===== config.mk =====
export PLATFORM = sky130hd
export DESIGN_NAME = ps2_key_sequencer
export DESIGN_NICKNAME = d
export VERILOG_FILES = /design/src/rtl/ps2_key_sequencer.sv
export SDC_FILE = /design/constraint.sdc
export NUM_CORES = 1
export LEC_CHECK = 0
export CAP_MARGIN = 10
export CORE_ASPECT_RATIO = 2
export CORE_MARGIN = 2
export CORE_UTILIZATION = 50
export DETAILED_ROUTE_END_ITERATION = 8
export PLACE_DENSITY = 0.7
export RECOVER_POWER = 25
export SYNTH_ARGS = -nofsm -noshare
export SYNTH_HDL_FRONTEND = slang
export SYNTH_SLANG_ARGS = --single-unit

===== constraint.sdc =====
create_clock -name Clock -period 4.3 [get_ports Clock]
set_input_delay 0.43 -clock Clock [delete_from_list [all_inputs] [get_ports Clock]]
set_output_delay 0.43 -clock Clock [all_outputs]
set_load 0.02 [all_outputs]

===== src/rtl/ps2_key_sequencer.sv =====
// PS/2 keyboard receiver and key-event scheduler: synchronises the pins, frames
// 11-bit PS/2 words, decodes make/break/extended codes and offers key events on a valid/ack handshake.
module ps2_key_sequencer #(
  parameter int TIMEOUT_CYCLES = 50000
) (
  input  logic       Clock,
  input  logic       Reset,
  input  logic       iPS2CLK,
  input  logic       iPS2D,
  input  logic       iAck,
  output logic       oKeyValid,
  output logic [3:0] oDireccion,
  output logic       oSelect,
  output logic       oFrameErr
);

  localparam int WDW = $clog2(TIMEOUT_CYCLES + 1);
  localparam logic [WDW-1:0] WD_LAST = WDW'(TIMEOUT_CYCLES - 1);

  typedef enum logic [1:0] {S_IDLE, S_SHIFT, S_CHECK} state_e;

  state_e         state_q, state_d;
  logic           clk_s1_q, clk_s2_q, clk_prev_q, dat_s1_q, dat_s2_q;
  logic [3:0]     bitcnt_q;
  logic [9:0]     shift_q;
  logic [WDW-1:0] wd_q;
  logic           brk_q, ext_q;
  logic           ev_q, ev_sel_q;
  logic [3:0]     ev_dir_q;
  logic           kv_q, sel_q, ferr_q;
  logic [3:0]     dir_q;

  logic       fall, wd_expire, frame_ok, byte_stb, frame_bad, ferr_d;
  logic [3:0] dec_dir;
  logic       dec_sel;

  // Synchronisers idle high so a reset never fabricates a falling edge.
  always_ff @(posedge Clock or negedge Reset) begin
    if (!Reset) begin
      clk_s1_q   <= 1'b1;
      clk_s2_q   <= 1'b1;
      clk_prev_q <= 1'b1;
      dat_s1_q   <= 1'b1;
      dat_s2_q   <= 1'b1;
    end else begin
      clk_s1_q   <= iPS2CLK;
      clk_s2_q   <= clk_s1_q;
      clk_prev_q <= clk_s2_q;
      dat_s1_q   <= iPS2D;
      dat_s2_q   <= dat_s1_q;
    end
  end

  assign fall      = clk_prev_q & ~clk_s2_q;
  assign wd_expire = (state_q == S_SHIFT) && !fall && (wd_q == WD_LAST);

  always_ff @(posedge Clock or negedge Reset) begin
    if (!Reset) state_q <= S_IDLE;
    else        state_q <= state_d;
  end

  always_comb begin
    state_d = state_q;
    case (state_q)
      S_IDLE:  if (fall && !dat_s2_q) state_d = S_SHIFT;
      S_SHIFT: begin
        if (fall && bitcnt_q == 4'd10) state_d = S_CHECK;
        else if (wd_expire)            state_d = S_IDLE;
      end
      S_CHECK: state_d = S_IDLE;
      default: state_d = S_IDLE;
    endcase
  end

  // shift_q holds {stop, parity, data[7:0]} once the stop bit is in.
  always_comb begin
    frame_ok  = (^shift_q[8:0]) & shift_q[9];
    byte_stb  = (state_q == S_CHECK) && frame_ok;
    frame_bad = (state_q == S_CHECK) && !frame_ok;
    ferr_d    = frame_bad || wd_expire;
  end

  always_ff @(posedge Clock or negedge Reset) begin
    if (!Reset) begin
      bitcnt_q <= '0;
      shift_q  <= '0;
      wd_q     <= '0;
    end else begin
      case (state_q)
        S_IDLE: if (fall && !dat_s2_q) begin
          bitcnt_q <= 4'd1;
          shift_q  <= '0;
          wd_q     <= '0;
        end
        S_SHIFT: begin
          if (fall) begin
            shift_q  <= {dat_s2_q, shift_q[9:1]};
            bitcnt_q <= bitcnt_q + 4'd1;
            wd_q     <= '0;
          end else if (wd_expire) begin
            bitcnt_q <= '0;
            wd_q     <= '0;
          end else begin
            wd_q <= wd_q + 1'b1;
          end
        end
        default: begin
          bitcnt_q <= '0;
          wd_q     <= '0;
        end
      endcase
    end
  end

  always_comb begin
    dec_dir = 4'b0000;
    dec_sel = 1'b0;
    if (!ext_q) begin
      case (shift_q[7:0])
        8'h1C:   dec_dir = 4'b0001;
        8'h1B:   dec_dir = 4'b0010;
        8'h23:   dec_dir = 4'b0100;
        8'h1D:   dec_dir = 4'b1000;
        8'h29:   dec_sel = 1'b1;
        default: ;
      endcase
    end else begin
      case (shift_q[7:0])
        8'h6B:   dec_dir = 4'b0001;
        8'h72:   dec_dir = 4'b0010;
        8'h74:   dec_dir = 4'b0100;
        8'h75:   dec_dir = 4'b1000;
        default: ;
      endcase
    end
  end

  // Registered event keeps the handshake one cycle behind the CHECK state.
  always_ff @(posedge Clock or negedge Reset) begin
    if (!Reset) begin
      brk_q    <= 1'b0;
      ext_q    <= 1'b0;
      ev_q     <= 1'b0;
      ev_dir_q <= '0;
      ev_sel_q <= 1'b0;
    end else begin
      ev_q <= 1'b0;
      if (frame_bad) begin
        brk_q <= 1'b0;
        ext_q <= 1'b0;
      end else if (byte_stb) begin
        if (shift_q[7:0] == 8'hF0) brk_q <= 1'b1;
        else if (shift_q[7:0] == 8'hE0) ext_q <= 1'b1;
        else begin
          brk_q <= 1'b0;
          ext_q <= 1'b0;
          if (!brk_q && (dec_dir != 4'b0000 || dec_sel)) begin
            ev_q     <= 1'b1;
            ev_dir_q <= dec_dir;
            ev_sel_q <= dec_sel;
          end
        end
      end
    end
  end

  always_ff @(posedge Clock or negedge Reset) begin
    if (!Reset) begin
      kv_q   <= 1'b0;
      dir_q  <= '0;
      sel_q  <= 1'b0;
      ferr_q <= 1'b0;
    end else begin
      ferr_q <= ferr_d;
      if (ev_q && (!kv_q || iAck)) begin
        kv_q  <= 1'b1;
        dir_q <= ev_dir_q;
        sel_q <= ev_sel_q;
      end else if (kv_q && iAck) begin
        kv_q  <= 1'b0;
        dir_q <= '0;
        sel_q <= 1'b0;
      end
    end
  end

  assign oKeyValid  = kv_q;
  assign oDireccion = dir_q;
  assign oSelect    = sel_q;
  assign oFrameErr  = ferr_q;

endmodule

* Word level (Yosys, flattened, before mapping)
Cells that the tools add are included.
** Storage, ports and cells
- Flip-flop bits (word level) :: 52
- Input bits :: 5
- Output and inout port bits :: 7
- Logic and storage cells :: 114
** Operators by class
- Add/sub/neg operators :: 2
- Equality and inequality tests :: 21
- Mux-type cells :: 38
- Bitwise operators :: 6
- Reduce and logical (&&, ||, !) cells :: 29
** Operator list (number)
- 2-to-1 mux 16 bit :: 3
- == test 8 x 7 -> 1 bit, second input constant :: 4
- one-hot mux 16 bit (2 select lines) :: 1
- one-hot mux 4 bit (4 select lines) :: 2
- == test 8 x 5 -> 1 bit, second input constant :: 3
- 2-to-1 mux 4 bit :: 6
- 2-to-1 mux 10 bit :: 2
- one-hot mux 10 bit (2 select lines) :: 1
- 2-to-1 mux 1 bit :: 18
- adder 16 x 1 -> 16 bit, second input constant :: 1
- == test 16 bit, second input constant :: 1
- == test 8 x 6 -> 1 bit, second input constant :: 2
- == test 8 bit, second input constant :: 2
- logical AND 1 bit :: 9
- XOR reduction 9 bit :: 1
- one-hot mux 4 bit (2 select lines) :: 1
- AND reduction 2 bit :: 4
- 2-to-1 mux 2 bit :: 3
- != test 2 bit, second input constant :: 3
- != test 3 bit, second input constant :: 2
- nonzero test 2 bit :: 3
- logical NOT 1 bit :: 5
- AND reduction 5 bit :: 1
- adder 4 x 1 -> 4 bit, second input constant :: 1
- 11 further kinds :: 17

* Longest topological paths before layout
Gate-level depths: netlist (run 1).
- Depth in word-level cells :: 11
- Gate-level depth with buffers :: 7
- Depth with buffers taken out :: 7

* Worst setup path before layout (run 1)
Ideal clock, no wire load.
- Path type :: register -> register
- Start :: register shift_q[1]
- End :: register ev_dir_q[0]
- Library setup time :: 0.125 ns
- Arrival time :: 2.094 ns
- Path slack :: 2.082 ns
- Stages on the path, launching flop included :: 8
- Clock period less this slack :: 2.218 ns
- Path through :: dfrtp_1 > inv_1 > ha_1 > xnor3_1 > xnor2_1 > nand3_1 > a21oi_1 > mux2_2
** On the way
- Cells in the longest elaborated chain, start to end :: 7
- Elaborated cells between the ends (all ways) :: 28
** Ends and longest elaborated chain
- start, declared :: RTL line 25 : logic [9:0] shift_q;
- start signal, assigned :: RTL line 97 : shift_q <= {dat_s2_q, shift_q[9:1]};
- == test 8 x 5 -> 1 bit (tied with other cells) :: RTL line 119 : case (shift_q[7:0])
- one-hot mux 4 bit (4 select lines), on equally long branches :: RTL line 119, 128
- 2-to-1 mux 4 bit :: RTL line 118 : if (!ext_q) begin
- nonzero test 4 bit :: RTL line 157 : if (!brk_q && (dec_dir != 4'b0000 || dec_sel)) begin
- logical OR 1 bit :: RTL line 157
- logical AND 1 bit :: RTL line 157
- AND reduction 5 bit (no source line)
- end signal, assigned :: RTL line 159 : ev_dir_q <= dec_dir;
- end, declared :: RTL line 29 : logic [3:0] ev_dir_q;
Parallel ways exist; a longest one is shown, timed or not.
A chain may end at the register's enable or synchronous reset.

==> metrics, run 1 <==
share of layout cells above drive strength 1 about 8.4%; I/O Buffers 11; final hold vios 0; power density cells ~360 nW/um2; Ys Warns 0; slowest CP cell clkbuf_1; Ports 12; failing checks max-capacitance violations, max-slew violations; Placeable Area ~5400 um2; setup_tns 0 ns; fin crit share about three fifths; Post-CTS Resized 0; Die Wd 56.3 um; hold-fix buffer count after cts 0; largest buffer count on any clock path 2; Initial Util between 50% and 60%; Mapped Area approximately 2700 um2; Synth area leader dfrtp_1; TritonRoute pass-1 iters 4; most frequently used flop master after synthesis dfrtp_1; # nets final between 300 and 400; CP peak stage delay approximately 1.9 ns; CTS tree yes; register area share after synthesis between 40% and 50%; max_cap viols 1; status finished, violations left; Leak approximately 0.0013 uW; row count 38; critical path arrival ~2.5 ns; Cell variety after synth 46; Final Max Slew Viols 53; number of synthesized flops with an enable pin 0; routed via count 2,025; global-route usage over all layers between 20% and 30%; worst min-delay path category flip-flop to flip-flop; chip height 109 um; DRC 0; final setup vio count 0; Yosys reg bits between 50 and 60; syn_area_per_cell about 10 um2; Worst Setup Start Kind input port; Routed WL ~5600 um; wire per inst between 15 and 20 um; CP required roughly 4.2 ns; RSZ-0062 raised after global routing false; first-pass GRT wire length roughly 9700 um; initial DRC count about 70; Final Critical Period approximately 2.6 ns; grt ovf 0; peak supply drop approximately 0.28 mV; non-filler cells, final between 300 and 400; Cells after Synth around 270; number of H-tree levels 2; Worst Max-Slew Pin Slew roughly 2.7 ns; critical path fanouts, max 52; Routed Antenna Nets 0; Worst Setup End Kind async pin; post-CTS setup buffers 0; delay-heaviest family, CP buffers and inverters; initial antenna violation count 0; critical path type input port to async pin; Fmax approximately 380 MHz; Antenna diodes 0; Slew headroom -80.8%; placed cells ~340; syn_nets around 300; synth cell count leaders dfrtp_1 (47), o21ai_0 (33), nand3_1 (20), nand2_1 (19); Buf/Inv on CP 2; Worst-path clk slew 0.09 ns; Final Wtd Congestion around 0.82; Worst-Skew Late Latency between 0.3 and 0.4 ns; Yosys top cell area share around 43%; largest cells by area after synthesis dfrtp_1 (43%), ha_1 (7.8%), o21ai_0 (6.0%); CP cell instances buf_2 > clkbuf_1; clk_skew about 0.0073 ns; DPL Wire Length 4200 um; count leader, synth dfrtp_1; largest net degree at the start of global routing 53; Num Clock Sinks 52; TritonCTS Buffers 5; post-synthesis async set-or-reset flop share between 90% and 100%; die area between 6000 and 7000 um2; root buf cell clkbuf_8; number of global-route vias before repair 2,102; routed vias/inst ~6; Layout area overhead 9.97%
==> worst paths after layout <==
| check | slack [ns] | depth (start not counted) | start | endpoint |
|---|---|---|---|---|
| max | 1.70 | 2 | Reset | wd_q[5]$_DFFE_PN0P_ |
| min | 0.36 | 0 | dat_s1_q$_DFF_PN1_ | dat_s2_q$_DFF_PN1_ |
| max reg2reg | 1.84 | 7 | shift_q[1]$_DFFE_PN0P_ | ev_sel_q$_DFFE_PN0P_ |
| min reg2reg | 0.36 | 0 | dat_s1_q$_DFF_PN1_ | dat_s2_q$_DFF_PN1_ |
| max in group Clock | 1.84 | 7 | shift_q[1]$_DFFE_PN0P_ | ev_sel_q$_DFFE_PN0P_ |
| min in group asynchronous | 1.07 | 2 | Reset | brk_q$_DFFE_PN0P_ |
==> per-layer routing <==
layer	part of all wire, %	global-route usage [%]	wire [um]	vias up
met3	2.0	2.87	114	14
li1	-	-	-	1011
met2	58	40.7	3250	31
met5	0	0	0	-
met1	37	20.3	2070	969
met4	2.8	9.69	158	0
==> cell usage in the layout (no fill, tap or decap), drive strengths merged, types with 2 or more instances in the layout <==
cell	Yosys	layout
a211oi	2	2
a21o	2	2
a21oi	9	9
a31oi	2	2
a32oi	5	5
and2	5	5
and3	3	3
and4	3	3
clkbuf	6	6
clkdlybuf4s50	0	8
dfrtp	47	47
dfstp	5	5
dlygate4sd3	0	2
ha	17	17
inv	17	17
mux2	3	3
mux2i	6	6
nand2	19	19
nand2b	2	2
nand3	20	20
nand3b	2	2
nand4	5	5
nand4b	2	2
nor2	15	15
nor2b	4	4
nor3	4	4
nor3b	3	3
nor4	2	2
o21ai	34	34
o31ai	2	2
or2	3	3
or3	3	3
or4	2	2
xnor2	7	7
==> cell type report <==
cell class	instances	area, um2
fill	495	2360
multi-input combinational	198	1340
sequential	52	1310
timing repair buffer	12	109
tap	60	75.1
clock buffer	5	68.8
inverter	17	63.8
clock inverter	3	42.5
==> per-stage QoR <==
stage	hold WS, ns	instance area, um2	total power (uW)	setup WS [ns]	util, %
final	0.358	3010	1090	1.70	56.0
after global routing	0.365	3010	1160	1.03	56.0
after CTS	0.245	3010	1110	1.84	56.1
after detailed placement	0.347	2900	766	1.86	54.0
after global placement	0.347	2900	761	1.93	54.0
after floorplan	0.134	2740	708	2.08	-
==> state kept, by name, summed over array words and instances (netlist names) <==
register,cells
wd_q,16
shift_q,10
bitcnt_q,4
ev_dir_q,4
oDireccion,4
state_q,2
brk_q,1
clk_prev_q,1
clk_s1_q,1
clk_s2_q,1
dat_s1_q,1
dat_s2_q,1
ev_q,1
ev_sel_q,1
ext_q,1
oFrameErr,1
oKeyValid,1
oSelect,1
==> where the power goes <==
| part | leakage, uW | internal, uW | switching, uW | total [uW] |
|---|---|---|---|---|
| registers | 0.000671 | 529 | 44.3 | 573 |
| clock network | 0.0000541 | 172 | 164 | 336 |
| logic | 0.000545 | 67.6 | 113 | 181 |
==> kinds of logic after synthesis <==
logic type / count (synthesis) / share of synthesized area [%]
muxes: 9 / 3.43
xor gates and xnor gates: 9 / 3.39
DFF: 52 / 47.8
AOI/OAI and AO/OA: 64 / 14.7
buffers and inverters: 23 / 3.16
adders and majority gates: 17 / 7.78
and+or+nand+nor: 99 / 19.8
Note: power is estimated with default switching activity, not from simulation.
==> run 2: changes to the inputs <==
==> constraint.sdc (replaced) <==
create_clock -name Clock -period 2.6 [get_ports Clock]
set_input_delay 0.26 -clock Clock [delete_from_list [all_inputs] [get_ports Clock]]
set_output_delay 0.26 -clock Clock [all_outputs]
set_load 0.02 [all_outputs]
==> metrics, run 2 (same netlist as run 1, synthesis figures left out) <==
setup_tns 0 ns; Pint around 1200 uW; Worst-path clk slew approximately 0.1 ns; peak supply drop ~0.43 mV; highest-count cells in the layout ignoring fill and taps dfrtp_1 (47), o21ai_0 (33), nand3_1 (20), nand2_1 (19); critical path fanouts, max 5; Comb pwr share 18.6%; largest buffer count on any clock path 2; Net Switching 540 uW; global-route usage over all layers a little over a fifth; RSZ-0062 raised after global routing false; I/O Buffers 11; die area slightly above 6000 um2; Routed Antenna Nets 0; Final Max Slew Viols 0; Placeable Area 5370 um2; total power about 1700 uW; TritonRoute pass-1 iters 4; switch share between 30% and 40%; Slew headroom between 20% and 30%; status completed; top flop regs wd_q x16, shift_q x10; fin crit share roughly nine tenths; wire per inst ~16 um; power density cells 571 nW/um2; Final Critical Period 2.38 ns; DRC 0; Worst-Skew Late Latency 0.30 ns; grt ovf 0; Die Wd ~56 um; largest net degree at the start of global routing 29; critical path arrival 2.58 ns; row count 38; max_cap viols 0; final hold vios 0; initial DRC count 50; reg-to-reg startpoint shift_q[1]$_DFFE_PN0P_; Sequential Power Share 54.7%; Num Clock Sinks 52; Initial Util about half; chip height around 110 um; Leak around 0.0013 uW; clk_skew approximately 0.0085 ns; Largest register FFs 16; Antenna diodes 0; Layout area overhead 11.0%; R2R Setup Slk approximately 0.22 ns; routed via count between 2,000 and 2,500; Top reg by flops wd_q; DPL Wire Length 4370 um; Ports 12; number of H-tree levels 2; CP required ~2.8 ns; CTS tree yes; share of layout cells above drive strength 1 9.56%; placed cells around 340; # nets final around 310; final setup vio count 0; Worst R2R Path Depth 7; FILL cells between 400 and 500; routed vias/inst approximately 5.8; first-pass GRT wire length 9850 um; proportion of power drawn by the clock network 26.7%; Worst Setup End Kind flip-flop; Critical R2R Capture ev_sel_q$_DFFE_PN0P_; root buf cell clkbuf_8; initial antenna violation count 0; Fmax about 420 MHz; critical path type flip-flop to flip-flop; worst min-delay path category input port to async pin; Worst Max-Slew Pin Slew between 1 and 1.5 ns; TritonCTS Buffers 5; commonest non-fill, non-tap cell in the layout dfrtp_1; Final Wtd Congestion between 0.8 and 0.9; worst hold slack about 0.32 ns; number of global-route vias before repair about 2,100; Worst Setup Start Kind flip-flop; Routed WL just under 6000 um; non-filler cells, final roughly 350
==> run 2: worst max-delay path by stage <==
stage | start | to | slack (ns) | depth (start not counted)
floorplan | shift_q[1]$_DFFE_PN0P_ | ev_dir_q[0]$_DFFE_PN0P_ | 0.38 | 7
detailed placement | shift_q[1]$_DFFE_PN0P_ | ev_sel_q$_DFFE_PN0P_ | 0.09 | 7
global route | shift_q[1]$_DFFE_PN0P_ | ev_sel_q$_DFFE_PN0P_ | 0.05 | 7
global placement | shift_q[1]$_DFFE_PN0P_ | ev_dir_q[2]$_DFFE_PN0P_ | 0.21 | 7
CTS | shift_q[1]$_DFFE_PN0P_ | ev_sel_q$_DFFE_PN0P_ | 0.08 | 7
finish | shift_q[1]$_DFFE_PN0P_ | ev_sel_q$_DFFE_PN0P_ | 0.22 | 7
==> run 2: metrics by stage <==
stage,util [%],setup slack (ns),instance area (um2)
final,56.5,0.216,3040
after floorplan,-,0.382,2740
after detailed placement,54.7,0.0912,2940
after CTS,56.5,0.0837,3040
after global routing,56.5,0.0512,3040
after global placement,54.7,0.214,2940
==> run 2: power by group through the flow <==
stage / sequential (uW) / combinational [uW] / clock, uW
3_5_place_dp: 962 / 324 / 0
2_1_floorplan: 943 / 228 / 0
3_3_place_gp: 958 / 316 / 0
6_report: 948 / 323 / 463
4_1_cts: 946 / 328 / 488
5_1_grt: 959 / 364 / 517
==> run 2: area by class of cell <==
type / instances / area (um2) / area share, %
clock inverter: 2 / 16.3 / 0.536
tap: 60 / 75.1 / 2.47
multi-input combinational: 198 / 1350 / 44.3
timing repair buffer: 18 / 155 / 5.11
clock buffer: 6 / 72.6 / 2.39
inverter: 17 / 63.8 / 2.10
sequential: 52 / 1310 / 43.1
==> run 2: worst max-delay path: stages (launching register included) <==
cell	delay [ns]
dfrtp_1	0.41
inv_1	0.09
ha_1	0.29
xnor3_1	0.39
xnor2_1	0.25
nand3_1	0.20
a21oi_2	0.27
mux2_2	0.37
==> run 2: repair_timing <==
item,4_1_cts,5_1_grt
setup buffers,0,0
hold buffers,1,0
endpoints found under the setup margin,0,3
endpoints found under the hold margin,3,0
resized for setup,0,1
==> run 2: layer usage <==
layer	wire, um	GRT usage, %	vias up
met5	0	0	-
met2	3430	41.7	28
met4	92	9.18	0
met3	96	3.35	6
met1	2190	20.3	997
li1	-	-	1020
